===== src/rtl/lfsr_prng_stream.sv =====
// Fibonacci LFSR word source: seed load with lock-up substitution, valid/ready
// output stream of the low OUT_W state bits, and an accepted-word counter.
module lfsr_prng_stream #(
  parameter int               WIDTH        = 64,
  parameter logic [WIDTH-1:0] TAPS         = 64'hD800_0000_0000_0000,
  parameter bit               XNOR_MODE    = 1'b1,
  parameter int               OUT_W        = 12,
  parameter int               STEPS        = 1,
  parameter logic [WIDTH-1:0] DEFAULT_SEED = {{(WIDTH-1){1'b0}}, 1'b1},
  parameter int               CNT_W        = 32
) (
  input  logic             clk,
  input  logic             rst,
  input  logic             en,
  input  logic             seed_valid,
  input  logic [WIDTH-1:0] seed_data,
  output logic             out_valid,
  input  logic             out_ready,
  output logic [OUT_W-1:0] out_data,
  output logic             seeded,
  output logic             seed_err,
  output logic [CNT_W-1:0] word_cnt
);

  localparam logic [WIDTH-1:0] LOCKUP = XNOR_MODE ? {WIDTH{1'b1}} : {WIDTH{1'b0}};

  typedef enum logic {IDLE, RUN} fsm_t;

  fsm_t             fsm_p0, fsm_nxt;
  logic [WIDTH-1:0] lfsr_p0;
  logic [CNT_W-1:0] cnt_p0;
  logic             seed_err_p0;

  logic [WIDTH-1:0] lfsr_adv;
  logic [WIDTH-1:0] seed_val;
  logic             seed_lockup;
  logic             accept;

  function automatic logic [WIDTH-1:0] lfsr_step(input logic [WIDTH-1:0] s);
    logic fb;
    fb = ^(s & TAPS);
    if (XNOR_MODE) fb = ~fb;
    return {s[WIDTH-2:0], fb};
  endfunction

  always_comb begin
    lfsr_adv = lfsr_p0;
    for (int i = 0; i < STEPS; i++) lfsr_adv = lfsr_step(lfsr_adv);
  end

  assign seed_lockup = (seed_data == LOCKUP);
  assign seed_val    = seed_lockup ? DEFAULT_SEED : seed_data;

  // Seed loads win over a handshake in the same cycle, so the stream stalls
  // for that cycle and the fresh seed is presented as the next word.
  assign seeded    = (fsm_p0 == RUN);
  assign out_valid = seeded & en & ~seed_valid;
  assign accept    = out_valid & out_ready;
  assign out_data  = lfsr_p0[OUT_W-1:0];
  assign seed_err  = seed_err_p0;
  assign word_cnt  = cnt_p0;

  always_comb begin
    fsm_nxt = fsm_p0;
    if (seed_valid) fsm_nxt = RUN;
  end

  // Stage p0: LFSR state, word counter and FSM state
  always_ff @(posedge clk or negedge rst) begin
    if (!rst) begin
      fsm_p0      <= IDLE;
      lfsr_p0     <= '0;
      cnt_p0      <= '0;
      seed_err_p0 <= 1'b0;
    end else begin
      fsm_p0      <= fsm_nxt;
      seed_err_p0 <= seed_valid & seed_lockup;
      if (seed_valid) begin
        lfsr_p0 <= seed_val;
        cnt_p0  <= '0;
      end else if (accept) begin
        lfsr_p0 <= lfsr_adv;
        cnt_p0  <= cnt_p0 + CNT_W'(1);
      end
    end
  end

endmodule


===== config.mk =====
export PLATFORM = sky130hd
export DESIGN_NAME = lfsr_prng_stream
export DESIGN_NICKNAME = d
export VERILOG_FILES = /design/src/rtl/lfsr_prng_stream.sv
export SDC_FILE = /design/constraint.sdc
export NUM_CORES = 1
export LEC_CHECK = 0
export CAP_MARGIN = 20
export CORE_MARGIN = 3
export CORE_UTILIZATION = 50
export CTS_BUF_LIST = sky130_fd_sc_hd__clkbuf_8
export DETAILED_ROUTE_END_ITERATION = 10
export GPL_TIMING_DRIVEN = 0
export PLACE_DENSITY_LB_ADDON = 0.08
export SLEW_MARGIN = 20
export SYNTH_ARGS = -nofsm -noshare
export SYNTH_HDL_FRONTEND = slang
export SYNTH_SLANG_ARGS = --single-unit
export TNS_END_PERCENT = 5

===== constraint.sdc =====
create_clock -name clk -period 2.4 [get_ports clk]
set_input_delay 0.48 -clock clk [delete_from_list [all_inputs] [get_ports clk]]
set_output_delay 0.48 -clock clk [all_outputs]
set_load 0.02 [all_outputs]

==> flow_summary_export.csv <==
group,metric,value,unit
run_status,status,"finished clean",
global_route,grt_use_met1,0.329,
yosys,yosysUniqueCellTypes,44,
global_route,track_usage,0.231,
clock_tree,cts_setup_buffers,0,
drt,drt_pre_antenna_iters,4,
critical_path,end_kind,"flop",
yosys,synth_xor_area_frac,0.0188,
clock_tree,cts_buffer_depth,2,
global_route,antenna_found_initial,0,
die,rows,36,
timing,setup-tns-final,0,ns
global_route,grt_pass1_vias,4360,
clock_tree,clkSinkCount,98,
yosys,synth.area.mux_share,0.136,
global_route,gr-usage-met3,0.0289,
yosys,yosysWarnings,0,
yosys,syn_area,5120,um2
timing,fmax,421,MHz
power_and_ir_drop,power.density,527,nW/um2
yosys,synth_cells,519,
clock_tree,cts_tree,"built",
critical_path,critPathMaxFanout,10,
timing,max_slew.worst_pin.slew,0.609,ns
drt,finalWirelength,13.0,mm
clock_tree,clk_latency,0.37,ns
placement,port_buffers,114,
global_route,grt_pass1_wl,21.4,mm
die,core_area,9860,um2
power_and_ir_drop,finalPower,3530,uW
timing,finalCritPeriodShare,0.989,
timing,rsz0062_at_grt,"yes",
yosys,synth_top_family_by_area,"simple AND/OR/NAND/NOR gates",
power_and_ir_drop,irDropWorstVdd,0.000332,V
timing,report.final.slew_viol_count,0,
drt,drt_iter0_drc,226,
global_route,gr-total-overflow,0,
critical_path,critPathLaunch,"seed_data[35]",
global_route,grt_max_degree,77,
critical_path,critPathLaunchType,"primary input",
timing,hold_violations,0,
power_and_ir_drop,p_leak,0.00261,uW
die,die-area,11500,um2
die,io_pins,116,
global_route,grt.busiest_layer,"met2",
placement,dpl.hpwl,9.64,mm
layout,mostFrequentLayoutCells,"112 x clkdlybuf4s50_1, 98 x dfrtp_1, 78 x nand2_1",
die,die_h,107,um
drt,drc,0,
clock_tree,htree_levels,3,
yosys,avgSynthCellArea,9.87,um2
timing,finClkSkew,0.0195,ns
layout,fin_area,6700,um2
yosys,synth_compound_area_frac,0.123,
yosys,synth_nets,589,
job,max-cap-violations,0,
layout,fin_nets,715,
timing,fin_crit,2.37,ns
global_route,grtUsageMet2,0.370,
drt,num_vias,4479,
yosys,synth_fa_ha_area_frac,0.00244,
yosys,synth-seq-cells,98,
clock_tree,cts_buffers,9,
layout,final_common_cell,"clkdlybuf4s50_1",
yosys,synth_seq_area_share,0.479,
placement,place.gp.congestion,0.836,
placement,post_dp_cell_area,6460,um2
critical_path,r2r_start,"word_cnt[15]",
timing,setup_viol,0,
critical_path,cp.required,2.62,ns
layout,layout-drive-gt1-share,0.0954,
critical_path,critical_path_class,"primary input to flop",
timing,slew_headroom,0.594,
layout,antennaDiodeCount,0,
drt,viasPerCell,5.72,
hold_path,min_path_type,"primary input to async pin",
critical_path,arrival,2.59,ns
layout,area_delta_synth_final,30.8,%
clock_tree,clk_pin_slew,0.11,ns
drt,wl_per_cell,16.5,um
clock_tree,root_buffer,"clkbuf_8",
die,initial_core_util,0.519,
die,die_w,107,um
drt,ant_nets,0,
yosys,synthSimpleGateAreaFrac,0.186,
[synthesized netlist by cell type]
cell type / count / share of area
dfrtp_1: 98 / 0.48
nand2_1: 78 / 0.057
mux2i_1: 64 / 0.13
o22ai_1: 63 / 0.077
clkbuf_1: 29 / 0.021
nand4_1: 21 / 0.026
a21oi_1: 17 / 0.017
nor2_1: 16 / 0.012
buf_4: 12 / 0.018
o31ai_1: 12 / 0.018
or4_1: 12 / 0.018
nand3_1: 11 / 0.011
nor4_1: 11 / 0.013
buf_2: 8 / 0.0078
xnor2_1: 8 / 0.014
nor2b_1: 7 / 0.0085
o21ai_0: 6 / 0.0059
or3_1: 6 / 0.0073
inv_1: 5 / 0.0037
mux2_2: 4 / 0.0088
and3_1: 3 / 0.0037
and4_1: 3 / 0.0051
xor2_1: 3 / 0.0051
and2_1: 2 / 0.0024
a211oi_1: 1 / 0.0015
a31oi_1: 1 / 0.0012
and4_2: 1 / 0.0020
and4b_1: 1 / 0.0020
buf_1: 1 / 0.00073
buf_6: 1 / 0.0022
clkbuf_2: 1 / 0.00098
ha_1: 1 / 0.0024
mux2_1: 1 / 0.0022
nand3b_1: 1 / 0.0015
nand4_2: 1 / 0.0024
nand4b_4: 1 / 0.0046
nor3_1: 1 / 0.00098
nor4b_2: 1 / 0.0029
o21ba_2: 1 / 0.0020
o31a_1: 1 / 0.0017
or2_2: 1 / 0.0012
or3_2: 1 / 0.0015
or4_2: 1 / 0.0017
or4_4: 1 / 0.0022
[final timing paths]
path                                end  slack, ns  cells past startpoint
hold / removal             word_cnt[22]       0.51                      2
setup reg to reg           word_cnt[29]       0.18                      5
max in group asynchronous   lfsr_p0[44]       1.25                      3
min in group clk           word_cnt[28]       0.51                      3
setup / recovery            lfsr_p0[21]       0.03                      6
hold reg to reg             word_cnt[9]       0.58                      2
[layer usage]
metal | share of wire | wire, um
met1 | 0.45 | 5840
met4 | 0.013 | 172
met5 | 0 | 0
met2 | 0.48 | 6250
met3 | 0.054 | 695
[registers in the layout (all words and copies together) (netlist names)]
name      cells
seed_err      1
lfsr_p0      64
seeded        1
word_cnt     32
[what timing repair did]
| item | CTS | global route |
|---|---|---|
| resized for setup | 8 | 6 |
| setup endpoints to repair | 63 | 42 |
| endpoints found under the hold margin | 22 | 0 |
| hold buffers | 1 | 0 |
[layout make-up]
type	instances	area, um2
fillers	792	3170
flip-flops and latches	98	2450
multi-input cells	364	2420
repair buffers	116	1180
plain buffers	51	263
well taps	133	166
clock buffers	10	138
clock inverters	6	63.8
inverters	5	18.8
[worst max-delay path: stages]
cell	delay [ns]
clkdlybuf4s50_1	0.55
nand4_1	0.14
nor4_2	0.43
and4_2	0.47
clkbuf_1	0.39
o22ai_1	0.14
[per-stage QoR]
| stage | utilization | cells | setup WS (ns) | hold WS (ns) |
|---|---|---|---|---|
| 2_1_floorplan | - | 519 | 0.349 | 0.184 |
| 3_3_place_gp | 0.652 | 766 | -2.84 | 0.539 |
| 3_5_place_dp | 0.655 | 767 | -0.658 | 0.343 |
| 4_1_cts | 0.677 | 783 | 0.0481 | 0.505 |
| 5_1_grt | 0.679 | 783 | -0.0615 | 0.518 |
| 6_report | 0.679 | 783 | 0.0273 | 0.510 |
[logic make-up after synthesis]
logic type	count (synthesis)
AO/OA/AOI/OAI	102
XOR/XNOR	11
adder cells (fa/ha/maj)	1
buffers and inverters	57
flip-flops	98
multiplexers	69
AND/OR/NAND/NOR	181
[where the power goes]
| part | internal [uW] | switching [uW] | leakage (uW) |
|---|---|---|---|
| clock network | 513 | 592 | 0.000104 |
| logic | 312 | 280 | 0.00126 |
| registers | 1760 | 72.1 | 0.00125 |
No activity file was read; power rests on OpenSTA's default activity.
